`config.mk`:
```
export PLATFORM = sky130hd
export DESIGN_NAME = seq_multiplier
export DESIGN_NICKNAME = d
export VERILOG_FILES = /design/src/rtl/seq_multiplier.sv
export SDC_FILE = /design/constraint.sdc
export NUM_CORES = 1
export LEC_CHECK = 0
export ABC_AREA = 1
export CAP_MARGIN = 20
export CORE_ASPECT_RATIO = 0.9
export CORE_MARGIN = 1
export CORE_UTILIZATION = 30
export DETAILED_ROUTE_END_ITERATION = 10
export DONT_BUFFER_PORTS = 1
export PLACE_DENSITY = 0.51
export SYNTH_ARGS = -nofsm -noshare
export SYNTH_HDL_FRONTEND = slang
export SYNTH_SLANG_ARGS = --single-unit
export TNS_END_PERCENT = 100
```
`constraint.sdc`:
```
create_clock -name clk -period 3.15 [get_ports clk]
set_clock_uncertainty 0.15 [all_clocks]
set_input_delay 0.4725 -clock clk [delete_from_list [all_inputs] [get_ports clk]]
set_output_delay 0.4725 -clock clk [all_outputs]
set_load 0.01 [all_outputs]
```
`src/rtl/seq_multiplier.sv`:
```
// seq_multiplier -- iterative radix-2 shift-add multiplier.
//
// Computes a*b over WIDTH+1 clock cycles, treating the operands as
// unsigned or two's-complement according to is_signed.
// Signed operands are reduced to magnitudes and the sign is applied
// once at the end.
//
// Ports:
//   clk         in   system clock, rising edge
//   rst_n       in   asynchronous active-low reset
//   start       in   request a multiply (sampled only in IDLE)
//   is_signed   in   1 = two's-complement operands, 0 = unsigned
//   a, b        in   WIDTH-bit multiplicand / multiplier, captured with start
//   busy        out  high while an operation is in progress
//   done        out  one-cycle pulse when product is updated
//   product     out  2*WIDTH-bit registered result, held between operations
//   ovf         out  (only with MUL_OVF_EN) result does not fit in WIDTH bits
//   o_dbg_state out  current FSM state (0=IDLE, 1=RUN, 2=FINISH)
//
// Handshake: start is accepted on any rising edge where the unit is in
// IDLE (busy=0). This includes the cycle in which done is high. busy
// rises from that edge and stays high for WIDTH+1 cycles. start, a, b
// and is_signed are ignored while busy=1. done pulses for exactly one
// cycle, and the new product is valid in the same cycle.
//
// Optional feature macro: MUL_OVF_EN adds the ovf output.

module seq_multiplier #(
  parameter int WIDTH = 16
) (
  input  logic               clk,
  input  logic               rst_n,
  input  logic               start,
  input  logic               is_signed,
  input  logic [WIDTH-1:0]   a,
  input  logic [WIDTH-1:0]   b,
  output logic               busy,
  output logic               done,
  output logic [2*WIDTH-1:0] product,
`ifdef MUL_OVF_EN
  output logic               ovf,
`endif
  output logic [1:0]         o_dbg_state
);

  localparam int CNT_W = $clog2(WIDTH) + 1;

  typedef enum logic [1:0] {
    S_IDLE   = 2'd0,
    S_RUN    = 2'd1,
    S_FINISH = 2'd2
  } state_t;

  state_t r_state;
  state_t w_next_state;

  logic [2*WIDTH-1:0] r_mcand;   // multiplicand, shifted left each iteration
  logic [WIDTH-1:0]   r_mplier;  // multiplier, shifted right each iteration
  logic [2*WIDTH-1:0] r_acc;
  logic [CNT_W-1:0]   r_cnt;
  logic               r_neg;
  logic               r_signed;

  logic [WIDTH-1:0]   w_a_mag;
  logic [WIDTH-1:0]   w_b_mag;
  logic [2*WIDTH-1:0] w_result;
  logic               w_accept;
  logic               w_last_iter;

  // -2^(WIDTH-1) negates to itself.
  // Read as unsigned, that value is the correct magnitude.
  assign w_a_mag = (is_signed && a[WIDTH-1]) ? -a : a;
  assign w_b_mag = (is_signed && b[WIDTH-1]) ? -b : b;

  assign w_accept    = (r_state == S_IDLE) && start;
  assign w_last_iter = (r_cnt == CNT_W'(WIDTH - 1));
  assign w_result    = r_neg ? -r_acc : r_acc;

  assign busy        = (r_state != S_IDLE);
  assign o_dbg_state = r_state;

  // State register
  always_ff @(posedge clk or negedge rst_n) begin
    if (!rst_n) r_state <= S_IDLE;
    else        r_state <= w_next_state;
  end

  // Next-state logic
  always_comb begin
    w_next_state = r_state;
    case (r_state)
      S_IDLE:   if (start) w_next_state = S_RUN;
      S_RUN:    if (w_last_iter) w_next_state = S_FINISH;
      S_FINISH: w_next_state = S_IDLE;
      default:  w_next_state = S_IDLE;
    endcase
  end

  // Datapath
  always_ff @(posedge clk or negedge rst_n) begin
    if (!rst_n) begin
      r_mcand  <= '0;
      r_mplier <= '0;
      r_acc    <= '0;
      r_cnt    <= '0;
      r_neg    <= 1'b0;
      r_signed <= 1'b0;
      done     <= 1'b0;
      product  <= '0;
    end else begin
      done <= 1'b0;
      if (w_accept) begin
        r_mcand  <= {{WIDTH{1'b0}}, w_a_mag};
        r_mplier <= w_b_mag;
        r_acc    <= '0;
        r_cnt    <= '0;
        r_neg    <= is_signed & (a[WIDTH-1] ^ b[WIDTH-1]);
        r_signed <= is_signed;
      end else if (r_state == S_RUN) begin
        if (r_mplier[0]) r_acc <= r_acc + r_mcand;
        r_mcand  <= r_mcand << 1;
        r_mplier <= r_mplier >> 1;
        r_cnt    <= r_cnt + CNT_W'(1);
      end else if (r_state == S_FINISH) begin
        product <= w_result;
        done    <= 1'b1;
      end
    end
  end

`ifdef MUL_OVF_EN
  logic [WIDTH:0] w_hi;   // bits that must be pure sign extension when signed
  logic           w_ovf;

  assign w_hi  = w_result[2*WIDTH-1:WIDTH-1];
  assign w_ovf = r_signed ? !((w_hi == '0) || (w_hi == '1))
                          : (w_result[2*WIDTH-1:WIDTH] != '0);

  always_ff @(posedge clk or negedge rst_n) begin
    if (!rst_n)                    ovf <= 1'b0;
    else if (r_state == S_FINISH)  ovf <= w_ovf;
  end
`endif

endmodule
```
* Word-level counts from Yosys, hierarchy flattened
Cells that the tools add are included.
** Cells by class
- Muxes and demuxes :: 18
- $add $sub $neg :: 5
- Equal/unequal tests :: 5
- Bitwise gates (word level) :: 4
- Reduce and logical (&&, ||, !) cells :: 10
** Operator list (count)
- $mux 32 :: 6
- $mux 16 :: 4
- $add 32x32->32 :: 1
- $neg 16->16 :: 2
- $neg 32->32 :: 1
- $mux 5 :: 2
- $reduce_bool 2->1 :: 3
- $add 5x1->5 const B :: 1
- $eq 5x4->1 const B :: 1
- $mux 2 :: 2
- $ne 2x2->1 const B :: 2
- $pmux 2 s2 :: 1
- $reduce_and 2->1 :: 2
- $logic_and 1x1->1 :: 3
- $mux 1 :: 3
- $reduce_and 3->1 :: 1
- $eq 2x1->1 const B :: 1
- $eq 2x2->1 const B :: 1
- $logic_not 2->1 :: 1
- $not 1->1 :: 2
- $and 1x1->1 :: 1
- $xor 1x1->1 :: 1
** Storage, ports and cells
- Register bits :: 121
- Logic and storage cells :: 50
- Output and inout bits :: 36

* Depth between registers and ports, before layout
Gate-level depths: netlist of the first run.
- Depth after elaboration :: 4
- Depth in mapped cells :: 13
- Depth with buffers taken out :: 13

* Worst setup path after synthesis of the first run
OpenSTA, ideal clock, no wires.
- Path kind :: register to register
- From :: reg r_mcand[0]
- To :: reg r_acc[24]
- Library setup time :: 0.117 ns
- Cell stages (with the launch flop) :: 13
- Data arrival time :: 1.733 ns
- Period minus slack after synthesis :: 2.001 ns
- Buffers on the path :: 0
- Path slack :: 1.149 ns
- Cells stage by stage :: dfrtp_1 ha_1 fa_1 nand3_1 nand3_2 nand2_1 nand2_1 nand2_1 nand2_2 nand2_1 nand3_1 nand3_1 nand2_1
** Between the ends
- Word-level cells in the longest chain between the ends :: 4
** RTL lines
- from (decl) :: RTL line 57 : logic [2*WIDTH-1:0] r_mcand;
- from (signal assigned) :: RTL line 113 : r_mcand <= {{WIDTH{1'b0}}, w_a_mag};
- from (signal assigned) :: RTL line 121 : r_mcand <= r_mcand << 1;
- $add 32x32->32 :: RTL line 120 : if (r_mplier[0]) r_acc <= r_acc + r_mcand;
- $mux 32 :: RTL line 120
- $mux 32 :: RTL line 119 : end else if (r_state == S_RUN) begin
- $mux 32 :: RTL line 112 : if (w_accept) begin
- to (signal assigned) :: RTL line 120
- to (decl) :: RTL line 59 : logic [2*WIDTH-1:0] r_acc;
Every way passes these cells. The select of a mux whose other input is x is not followed.
A chain may end at the register's enable or synchronous reset.

* Worst setup path after layout of the first run
- From :: reg r_mcand[0]
- To :: reg r_acc[28]
Same word-level chain as after synthesis.

==> results.md, run 1 <==
* Adder-Cell Fraction of Synth Area at 5.35%
* IO buf count at 0
* Largest net degree at the start of global routing at 122
* Fin. max-slew vios at 0
* Synthesized cell area at 8800 um^2
* Worst-path clk slew at 0.06 ns
* Endpoints failing setup at 0
* Sequential fraction of the synthesis area at 34.4%
* CP Buf/Inv Count at 0
* CP arrival at 2.44 ns
* Post-synth top flop: dfrtp_1
* Critical path's slowest cell: fa_1
* First drt pass iteration count at 7
* Compound-cell area share of the yosys netlist at 12.5%
* TritonCTS sink count at 121
* Num ports at 72
* Mux cell area share after synthesis at 0%
* Inserted Diodes at 0
* Area growth from synthesis to layout at 10.6%
* GRT overflow at 0
* Number of synthesized flops with an enable pin at 0
* Routed len/inst at 14.6 um
* Leak at 0.00505 uW
* Total number of vias at 8016
* Highest net fanout along the worst path at 4
* Syn_nets at 1376
* CP Class: register to register
* Worst path top cell family by delay: simple AND/OR/NAND/NOR gates
* Crit-path max cell delay at 0.46 ns
* RSZ-0062 raised after global routing: no
* Total stage count of the critical path at 10
* Non-Filler Instances at 1703
* Inst Count DP at 1673
* Fmax at 439 MHz
* Std cell rows at 59
* WHS at -0.407 ns
* Synth Register Bits at 121
* Root buffer cell: clkbuf_16
* Crit path time final at 2.28 ns
* Die footprint at 30000 um^2
* Routed Wire Length at 24900 um
* Critical-path cell list: ha_1 > fa_1 > nand3_1 > nand3_2 > nand3_1 > nand3_1 > nand2_1 > nand3_1 > nand3_1 > nand2_1
* Initial Utilization at 30.5%
* Iter 0 DRT Violations at 581
* Max Cap Viol at 0
* Worst path required time at 3.31 ns
* Initial antenna violation count at 0
* CTS tree: built
* Async S/R FF share, synth at 100%
* Worst setup EP type: register
* Reg2reg path depth at 10
* GRT Total Usage at 17.5%
* Most common cell after layout, fill and taps aside: nand2_1
* Period utilisation layout at 72.3%
* Max rail drop VDD at 0.000520 V
* H-Tree Level Count at 4
* Commonest non-fill, non-tap cells in the layout: nand2_1, inv_1, dfrtp_1
* Failing checks: DRC, hold timing
* Clk_lat worst skew at 0.43 ns
* Layout Nets at 1369
* Post-synthesis instance total at 1303
* Antenna-violating nets left at 0
* First-pass GRT wire length at 40800 um
* Slew margin rel. at 55.9%
* Final HPWL DP at 18800 um
* Chip height at 164 um
* Worst Setup Start Kind: register
* Status: finished with violations
* Drt via density at 4.71
* TNS Setup at 0 ns
* Fraction of final layout cells sized beyond drive strength 1 at 7.80%
* Fin util at 33.7%
* Pwr/cell area at 1100 nW/um^2
* Synth Area in Simple Gates at 33.4%
* Cts bufs inserted at 17
* Vias in the first global route at 7633
* Die Width at 182 um
* XOR/XNOR Fraction of Synth Area at 3.78%
* Slew @ Worst Pin at 0.661 ns
* Clock buffer depth at 2
* Hold/Removal Path Class: primary input to async pin
* Gp weighted congestion at 0.928
* Crit path top cell by count: nand3_1
* Syn_area_per_cell at 6.75 um^2
* DRC at 2
* Count of cell types in the netlist at 47
* Main combinational cell family by area after synthesis: simple AND/OR/NAND/NOR gates
* Hold Violations, Final at 121
* Yosys warnings at 0
* Core Area at 28900 um^2
==> flip-flops by register name, summed over array words and instances (netlist names) <==
| name | count |
|---|---|
| product | 32 |
| r_cnt | 5 |
| r_mcand | 32 |
| done | 1 |
| r_mplier | 16 |
| r_neg | 1 |
| o_dbg_state | 2 |
| r_acc | 32 |
==> where the power goes <==
part	switching, uW	internal, uW
sequential	710	2210
combinational	3960	1960
clock	710	1130
==> metal layers <==
metal	vias up	share of wire, %	GRT usage (%)
met1	3689	53	25.7
met3	20	5.2	3.53
met4	0	1.2	4.35
met2	191	41	25.8
met5	-	0	0
li1	4116	-	-
==> cells by family (layout without fill, tap and decap cells) <==
group,count (synthesis),in the layout
AO/OA/AOI/OAI,197,197
buffers and inverters,237,241
XOR/XNOR,38,38
AND/OR/NAND/NOR,673,673
adder cells (fa/ha/maj),37,37
flip-flops,121,121
==> cells in the mapped netlist, drive strengths merged (2+ instances only) <==
cell type,count,share of area [%]
a21oi,35,2.0
a22oi,9,0.77
a31oi,6,0.43
buf,19,1.2
clkbuf,11,0.47
dfrtp,121,34
ha,36,5.1
inv,207,8.9
nand2,463,21
nand3,83,5.3
nand3b,4,0.34
nand4,12,1.0
nor2,100,5.1
nor3,9,0.75
o211ai,4,0.34
o21ai,109,6.2
o21bai,3,0.26
o221ai,2,0.20
o22ai,21,1.5
o31ai,2,0.17
xnor2,6,0.60
xor2,32,3.2
==> final timing paths <==
kind / from / end / slack, ns
max: r_mcand[0] / r_acc[28] / 0.87
min: rst_n / product[28] / -0.41
max reg2reg: r_mcand[0] / r_acc[28] / 0.87
min reg2reg: r_mplier[2] / r_mplier[2] / 0.32
max in group asynchronous: rst_n / r_mcand[8] / 3.08
min in group clk: a[9] / r_mcand[9] / 0.08
==> what timing repair did <==
| item | in CTS | in global routing |
|---|---|---|
| setup buffers | 0 | 0 |
| endpoints found under the hold margin | 121 | 121 |
| gates resized for setup | 0 | 0 |
==> through the flow <==
step	power [uW]	setup WS, ns	cell area (um^2)	hold slack (ns)
after floorplan	7300	1.15	8800	0.0269
after global placement	8810	0.937	9180	0.0321
after detailed placement	8830	0.904	9180	0.0313
after CTS	10700	0.888	9720	-0.421
after global routing	11800	0.750	9720	-0.423
final	10700	0.871	9720	-0.407
==> cell type report <==
class,count,area [um^2]
multi-input cells,945,4840
flip-flops and latches,121,3030
repair buffers,4,30.0
clock inverters,8,72.6
clock buffers,22,474
inverters,207,787
well taps,396,495
fillers,3132,19100
(Power assumes the default switching activity.)
==> inputs of run 2 (changes only) <==
- PLACE_DENSITY: 0.51 -> 0.52
- clock period: 3.15 -> 1.9 ns (I/O delays scaled with it)
==> results.md, run 2 (synthesis gave the netlist of run 1 again) <==
* P_int at 12200 uW (+130%)
* CP arrival at 2.18 ns (-0.26 ns)
* Hold Violations, Final at 121 (unchanged)
* Worst-path clk slew at 0.06 ns (about the same)
* Period utilisation layout at 106% (+33 points)
* Max rail drop VDD at 0.000957 V (+84%)
* Endpoints failing setup at 14 (+14)
* Final WS setup at -0.106 ns (-0.977 ns)
* Die Width at 182 um (unchanged)
* First drt pass iteration count at 5 (-2)
* Clock buffer depth at 2 (unchanged)
* Initial antenna violation count at 1 (+1)
* Failing checks: hold timing, setup timing
* Highest net fanout along the worst path at 4 (unchanged)
* Post-DP Area at 10100 um^2 (+10%)
* Fin. max-slew vios at 0 (unchanged)
* Most common cell after layout, fill and taps aside: nand2_1
* Max Cap Viol at 0 (unchanged)
* Worst setup EP type: register
* Reg2reg path depth at 10 (unchanged)
* Layout Nets at 1535 (+12%)
* Design Area, Final at 11900 um^2 (+23%)
* Critical-path cell list: ha_2 > fa_2 > nand3_2 > nand3_4 > buf_6 > nand4_1 > nand3_2 > nand2_1 > nand2_1 > o21ai_1
* Slew margin rel. at 56.3% (+0.39 points)
* TritonCTS sink count at 121 (unchanged)
* Initial Utilization at 30.5% (unchanged)
* Status: finished with violations
* Largest net degree at the start of global routing at 122 (unchanged)
* GRT Total Usage at 18.2% (+0.79 points)
* Commonest non-fill, non-tap cells in the layout: nand2_1, inv_1, buf_4
* R2R Setup Slk at -0.11 ns (-0.98 ns)
* Power share of the sequential group at 21.2% (-6.1 points)
* Total power at 22800 uW (+110%)
* Area growth from synthesis to layout at 35.7%
* GRT overflow at 0 (unchanged)
* Final HPWL DP at 19800 um (+5.3%)
* Root buffer cell: clkbuf_16
* Antenna-violating nets left at 0 (unchanged)
* Die footprint at 30000 um^2 (unchanged)
* Reg2reg start: r_mcand[0]
* Num ports at 72 (unchanged)
* Worst path required time at 2.08 ns (-1.23 ns)
* Sw Share at 46.4% (-4.0 points)
* Crit path time final at 2.01 ns (-0.273 ns)
* Iter 0 DRT Violations at 422 (-27%)
* Drt via density at 4.57 (-3.0%)
* Core Area at 28900 um^2 (unchanged)
* Std cell rows at 59 (unchanged)
* Critical path's slowest cell: dfrtp_1
* Worst Setup Start Kind: register
* CP Class: register to register
* NetSw at 10600 uW (+97%)
* Comb power frac at 65.1% (+9.7 points)
* Leak at 0.00596 uW (+18%)
* Routed Wire Length at 26400 um (+5.9%)
* Vias in the first global route at 8184 (+7.2%)
* Routed len/inst at 14.1 um (-3.5%)
* CTS tree: built
* IO buf count at 0 (unchanged)
* Cts hold-fix bufs at 24
* Gp weighted congestion at 0.930 (+0.22%)
* Fmax at 499 MHz (+14%)
* Slew @ Worst Pin at 0.655 ns (-0.00588 ns)
* Clk pwr share at 13.7% (-3.5 points)
* Cts bufs inserted at 17 (unchanged)
* Pwr/cell area at 1910 nW/um^2 (+74%)
* Hold/Removal Path Class: primary input to async pin
* First-pass GRT wire length at 42500 um (+4.2%)
* DRC at 0 (-2)
* Total number of vias at 8537 (+6.5%)
* H-Tree Level Count at 4 (unchanged)
* Chip height at 164 um (unchanged)
* Clk_lat worst skew at 0.42 ns (about the same)
* Fraction of final layout cells sized beyond drive strength 1 at 26.6% (+19 points)
* RSZ-0062 raised after global routing: yes
* WHS at -0.590 ns (-0.183 ns)
* Worst R2R End: r_acc[20]
* Largest regs: product (32), r_acc (32), r_mcand (32)
* Crit-path max cell delay at 0.38 ns (-0.08 ns)
-- run 2: cell types whose count changed in the layout (fill, tap and decap cells not counted), moves of 13 or more --
cell           before  now
buf_4               4  136
nand2_1           438  390
nand2_2            21   56
ha_1               36    8
ha_4                0   26
dlygate4sd3_1       0   24
nor2_1             82   61
o21ai_0            92   78
a21oi_1            35   22
-- run 2: final cells by class --
cell class | count | area (um^2)
Tap cell | 396 | 495
Clock buffer | 21 | 460
Multi-Input combinational cell | 946 | 5650
Fill cell | 2927 | 16900
Sequential cell | 121 | 3040
Timing Repair Buffer | 169 | 1400
Antenna cell | 1 | 2.50
Clock inverter | 9 | 100
Inverter | 207 | 790
-- run 2: how the worst max path moves through the flow --
stage,startpoint,end,slack [ns],cells past startpoint
detailed placement,r_acc[10],r_acc[20],-0.17,10
CTS,r_mcand[0],r_acc[20],-0.17,10
floorplan,r_acc[0],r_acc[24],0.005,12
finish,r_mcand[0],r_acc[20],-0.11,10
global route,r_mcand[0],r_acc[24],-0.24,12
global placement,r_acc[10],r_acc[28],-0.20,11
-- run 2: critical path: cells and delay by family (launching register included) --
kind,cells,cell delay (ns)
compound gates,1,0.15
fa+ha+maj,2,0.58
buf+inv,1,0.13
flops,1,0.38
simple gates,6,0.53
-- run 2: timing repair --
item,CTS,global route
endpoints found under the hold margin,146,121
cloned,1,0
buffers inserted,6,20
setup endpoints to repair,47,63
resized for setup,79,120
pin swaps,30,52
-- run 2: routing by layer --
layer	routed length, um	share of wire [%]	vias to the layer above	global-route usage (%)
li1	-	-	4457	-
met5	0	0	-	0
met3	1030	3.9	18	3.55
met4	295	1.1	0	4.16
met1	13700	52	3902	26.1
met2	11300	43	160	28.2
-- run 2: power groups by stage --
stage | sequential (uW) | combinational, uW | clock (uW)
floorplan | 4430 | 7690 | 0
global placement | 4590 | 12100 | 0
detailed placement | 4610 | 12200 | 0
CTS | 4800 | 13400 | 3230
global route | 4960 | 16500 | 3340
finish | 4840 | 14800 | 3120
-- run 2: stage by stage --
| stage | setup TNS [ns] | cells | util, % | hold WS (ns) | setup WS (ns) |
|---|---|---|---|---|---|
| final | -0.687 | 1870 | 41.4 | -0.590 | -0.106 |
| after detailed placement | -2.78 | 1790 | 35.0 | -0.158 | -0.173 |
| after floorplan | 0 | 1303 | - | -0.161 | 0.00502 |
| after global routing | -3.43 | 1870 | 41.4 | -0.625 | -0.242 |
| after CTS | -1.19 | 1850 | 39.5 | -0.619 | -0.166 |
| after global placement | -2.78 | 1790 | 35.0 | -0.158 | -0.200 |
==> edit 1: new RTL, flow settings as in run 2 <==
The option `MUL_OVF_EN` is turned on by a define.
--- a/src/rtl/seq_multiplier.sv
+++ b/src/rtl/seq_multiplier.sv
@@ -24,6 +24,8 @@
 // cycle, and the new product is valid in the same cycle.
 //
 // Optional feature macro: MUL_OVF_EN adds the ovf output.
+
+`define MUL_OVF_EN
 
 module seq_multiplier #(
   parameter int WIDTH = 16
Function (old outputs only; new: ovf): kept (Yosys induction, for registers that start in step).
==> edit 1 against run 2 <==
The flow still finishes with violations (hold timing, setup timing); power is 9.0% higher; routed wire length is 3.7% higher; first-iteration DRC count is 13% higher; global-route usage is 1.4 points higher; worst setup slack worse by 0.26 ns; synthesized area is 5.4% lower; final area is 5.3% higher; sequential cell count is 2 higher; highest routed layer unchanged.
==> edit 1: results <==
export IMPL_met1_usage_pct=27.51
export IMPL_synth_distinct_cells=44
export IMPL_slowest_stage="dfrtp_2"
export IMPL_post_cts_buffers=24
export IMPL_r2r_cells=15
export IMPL_vdd_drop_max_uv=821.5
export IMPL_violations="hold timing, setup timing"
export IMPL_dp_hpwl_mm=19.93
export IMPL_cts_resized=133
export IMPL_placed_area_sq_um=10400
export IMPL_ys_top_cells_by_area="dfrtp_1, nand2_1, o21ai_0"
export IMPL_vias=8724
export IMPL_drt_initial_drc_count=477
export IMPL_outcome="finished, violations left"
export IMPL_cp_arrival_ns=2.47
export IMPL_use_met3_pct=4.048
export IMPL_worstMarginPinSlew_ns=0.4503
export IMPL_first_global_vias=8621
export IMPL_setup_viol=34
export IMPL_combPwrFrac_pct=67.1
export IMPL_wl_met1_mm=13.38
export IMPL_use_met2_pct=30.59
export IMPL_cts_hold_buf=32
export IMPL_wl_per_cell_microns=15.16
export IMPL_antenna_found_initial=0
export IMPL_synthTopCellsByCount="nand2_1, o21ai_0, inv_1"
export IMPL_diodes=0
export IMPL_synth_nets=1227
export IMPL_wl_met2_mm=11.95
export IMPL_yosysSeqAreaShare_pct=36.99
export IMPL_hold_slack_ns=-0.5945
export IMPL_drive_above_1_share_pct=33.72
export IMPL_power_leakage_nw=5.820
export IMPL_grt_pass1_wl_mm=43.79
export IMPL_grt_max_degree=124
export IMPL_hold_violations=123
export IMPL_seqPwrFrac_pct=18.7
export IMPL_fin_ws_ns=-0.3658
[edit 1: changes by cell type after synthesis, moves of 13 or more]
cell,delta
nand3_1,-22
nand2_2,-15
nor2_1,+41
clkbuf_1,+13
inv_1,-66
o21ai_0,+41
a21oi_1,+27
nand2_1,-176
[edit 1: final cells by class]
cell class / count / area (sq um)
clock buffers: 25 / 495.5
fillers: 2695 / 14540
flip-flops and latches: 123 / 3083
inverters: 136 / 513.0
clock inverters: 7 / 135.1
repair buffers: 293 / 2419
well taps: 354 / 442.9
multi-input cells: 866 / 5478
[edit 1: stage by stage]
stage	util [%]	TNS [ns]	hold slack [ns]	instances	power [mW]
after detailed placement	38.36	-7.243	-0.1573	1699	17.77
after CTS	44.40	-5.952	-0.6175	1785	23.14
final	46.37	-6.508	-0.5945	1804	24.86
after global routing	46.37	-11.02	-0.6160	1804	26.79
after floorplan	-	-1.422	-0.1606	1154	11.65
after global placement	38.36	-5.969	-0.1561	1699	17.63
[edit 1: logic make-up (layout without fill, tap and decap cells)]
| family | count (synthesis) | after routing | synth area share [%] |
|---|---|---|---|
| xor gates and xnor gates | 44 | 44 | 4.632 |
| adders and majority gates | 37 | 37 | 5.654 |
| buffers and inverters | 166 | 461 | 7.639 |
| AOI/OAI and AO/OA | 294 | 294 | 19.92 |
| and+or+nand+nor | 490 | 491 | 25.16 |
| DFF | 123 | 123 | 36.99 |
[edit 1: critical path: cells and delay by family (launching register included)]
kind,cells,cell delay (ns)
flops,1,0.45
compound gates,5,0.53
fa+ha+maj,1,0.35
simple gates,6,0.44
buf+inv,3,0.27
[edit 1: worst min-delay path by stage]
stage,end,cells after the start,from
finish,product[0],0,rst_n
global route,product[0],0,rst_n
CTS,product[27],0,rst_n
detailed placement,product[0],0,rst_n
global placement,product[2],0,rst_n
floorplan,done,0,rst_n
==> edit 2: new RTL, flow settings as in run 2 <==
Without the edit above. Register the output `product` once more, cleared by the reset; this adds one clock of latency there. The other outputs are not delayed to match. Comments in the files are not updated.
--- a/src/rtl/seq_multiplier.sv
+++ b/src/rtl/seq_multiplier.sv
@@ -50,6 +50,8 @@
     S_RUN    = 2'd1,
     S_FINISH = 2'd2
   } state_t;
+
+  logic [2*WIDTH-1:0] product_s0;
 
   state_t r_state;
   state_t w_next_state;
@@ -106,7 +108,7 @@
       r_neg    <= 1'b0;
       r_signed <= 1'b0;
       done     <= 1'b0;
-      product  <= '0;
+      product_s0 <= '0;
     end else begin
       done <= 1'b0;
       if (w_accept) begin
@@ -122,7 +124,7 @@
         r_mplier <= r_mplier >> 1;
         r_cnt    <= r_cnt + CNT_W'(1);
       end else if (r_state == S_FINISH) begin
-        product <= w_result;
+        product_s0 <= w_result;
         done    <= 1'b1;
       end
     end
@@ -142,4 +144,12 @@
   end
 `endif
 
+  always_ff @(posedge clk or negedge rst_n) begin
+    if (!rst_n) begin
+      product <= '0;
+    end else begin
+      product <= product_s0;
+    end
+  end
+
 endmodule
Formal check against the unedited RTL: same outputs for any inputs over 10 cycles, from zero or initial values and one cycle with rst_n low; that may be too few to reach the edited logic, so the function may still have changed.
==> edit 2 against run 2 <==
The flow still finishes with violations (hold timing, setup timing); sequential cell count increased by 32; critical path depth increased by 1; hold slack got worse by 0.018 ns; routed wire length increased by 1.6%; worst setup slack improved by 0.012 ns; synthesized area increased by 7.5%; count of clock-buffer cells in the layout decreased by 3; final area increased by 7.8%; first-iteration DRC count decreased by 4.5%; clock power increased by 9.9%; sequential share of layout area increased by 4.4 points; power increased by 5.8%.
==> edit 2: results <==
export IMPL_vias=8871
export IMPL_area_delta_synth_final_pct=36.05
export IMPL_timing_rr_end="r_acc[22]"
export IMPL_synth_distinct_cells=42
export IMPL_hold_class="primary input to asynchronous set/reset pin"
export IMPL_drt_initial_drc_count=403
export IMPL_cts_hold_buf=27
export IMPL_cp_top_family="simple AND/OR/NAND/NOR gates"
export IMPL_grt_usage_pct=17.21
export IMPL_grt_pass1_wl_mm=43.46
export IMPL_cp_arrival_ns=2.16
export IMPL_antenna_found_initial=0
export IMPL_power_leakage_nw=6.357
export IMPL_violations="hold timing, setup timing"
export IMPL_synthTopCellsByCount="nand2_1, inv_1, dfrtp_1"
export IMPL_synth_nets=1426
export IMPL_ys_top_cells_by_area="dfrtp_1, nand2_1, inv_1"
export IMPL_diodes=0
export IMPL_viasPerCell=4.594
export IMPL_r2r_cells=11
export IMPL_pre_cts_ws_ns=-0.2990
export IMPL_gp_congestion=0.9184
export IMPL_num_nets_final=1582
export IMPL_fin_ws_ns=-0.09422
export IMPL_outcome="finished, violations left"
export IMPL_syn_inst=1353
export IMPL_placed_cells=1849
export IMPL_drive_above_1_share_pct=26.22
export IMPL_vdd_drop_max_uv=1046
export IMPL_clkLatencyLatePin_ns=0.44
export IMPL_yosysSeqAreaShare_pct=40.48
export IMPL_drtPass1Iterations=4
export IMPL_cpPeakStageDelay_ns=0.38
export IMPL_p_int_mw=12.99
export IMPL_worstReg2RegStart="r_acc[0]"
export IMPL_hold_slack_ns=-0.6075
export IMPL_fillers=3178
export IMPL_clk_pin_slew_ns=0.07
export IMPL_drt_total_wl_mm=26.79
export IMPL_hold_violations=153
export IMPL_grt_max_degree=154
export IMPL_slowest_stage="dfrtp_1"
export IMPL_setup_viol=12
export IMPL_dp_hpwl_mm=19.45
export IMPL_slew_headroom_pct=68.74
export IMPL_first_global_vias=8411
-- edit 2: cell types whose count changed in the layout (fill, tap and decap cells not counted), sizes merged, moves of 5 or more --
cell | before | now
nand3 | 83 | 102
inv | 207 | 227
a21oi | 35 | 41
buf | 145 | 139
a22oi | 9 | 4
dfrtp | 121 | 153
xor2 | 32 | 25
nor2 | 101 | 96
-- edit 2: logic make-up after synthesis --
family,share of synthesized area [%]
and+or+nand+nor,29.85
buffers and inverters,10.31
AOI/OAI and AO/OA,11.52
DFF,40.48
adders and majority gates,4.974
xor gates and xnor gates,2.871
-- edit 2: worst max-delay path by stage --
stage	slack [ns]	cells after the start	startpoint	endpoint
floorplan	0.005	12	r_acc[0]	r_acc[24]
global placement	-0.25	10	r_acc[0]	r_acc[16]
detailed placement	-0.30	10	r_acc[0]	r_acc[16]
CTS	-0.1	10	r_mcand[0]	r_acc[20]
global route	-0.22	12	r_mcand[15]	r_acc[24]
finish	-0.09	11	r_acc[0]	r_acc[22]
-- edit 2: area by class of cell --
cell class	count	area [sq um]	area share [%]
inverter	220	830.8	6.457
clock inverter	14	153.9	1.196
sequential	153	3841	29.85
multi-input combinational	951	5698	44.28
tap	409	511.7	3.977
timing repair buffer	166	1393	10.82
clock buffer	18	439.2	3.413
-- edit 2: layer usage --
| metal | vias up | part of all wire, % | track usage [%] |
|---|---|---|---|
| met5 | - | 0 | 0 |
| met4 | 0 | 1.4 | 3.717 |
| met3 | 24 | 4.2 | 3.382 |
| met2 | 161 | 43 | 26.18 |
| met1 | 4065 | 52 | 25.01 |
| li1 | 4621 | - | - |
-- edit 2: timing repair --
item                       4_1_cts  5_1_grt
cloned                           0        1
resized for setup              104      167
setup buffers                    4       19
pin swaps                       23       72
hold endpoints to repair       179      153
setup endpoints to repair       32       48
-- edit 2: power groups by stage --
| stage | registers (mW) | logic (mW) | clock network, mW |
|---|---|---|---|
| finish | 5.74 | 15.0 | 3.43 |
| global route | 5.89 | 16.6 | 3.63 |
| global placement | 5.49 | 11.5 | 0 |
| detailed placement | 5.52 | 11.6 | 0 |
| floorplan | 5.30 | 7.43 | 0 |
| CTS | 5.67 | 13.0 | 3.50 |
-- edit 2: stage by stage --
stage / util (%) / setup TNS (ns) / hold slack [ns] / total power, mW / instance area, sq um
detailed placement: 34.69 / -2.978 / -0.1576 / 17.12 / 10750
floorplan: - / 0 / -0.1606 / 12.74 / 9468
CTS: 39.26 / -0.4623 / -0.6306 / 22.15 / 12170
global route: 41.52 / -2.678 / -0.6345 / 26.10 / 12870
finish: 41.52 / -0.5704 / -0.6075 / 24.13 / 12870
global placement: 34.69 / -2.465 / -0.1574 / 17.04 / 10750
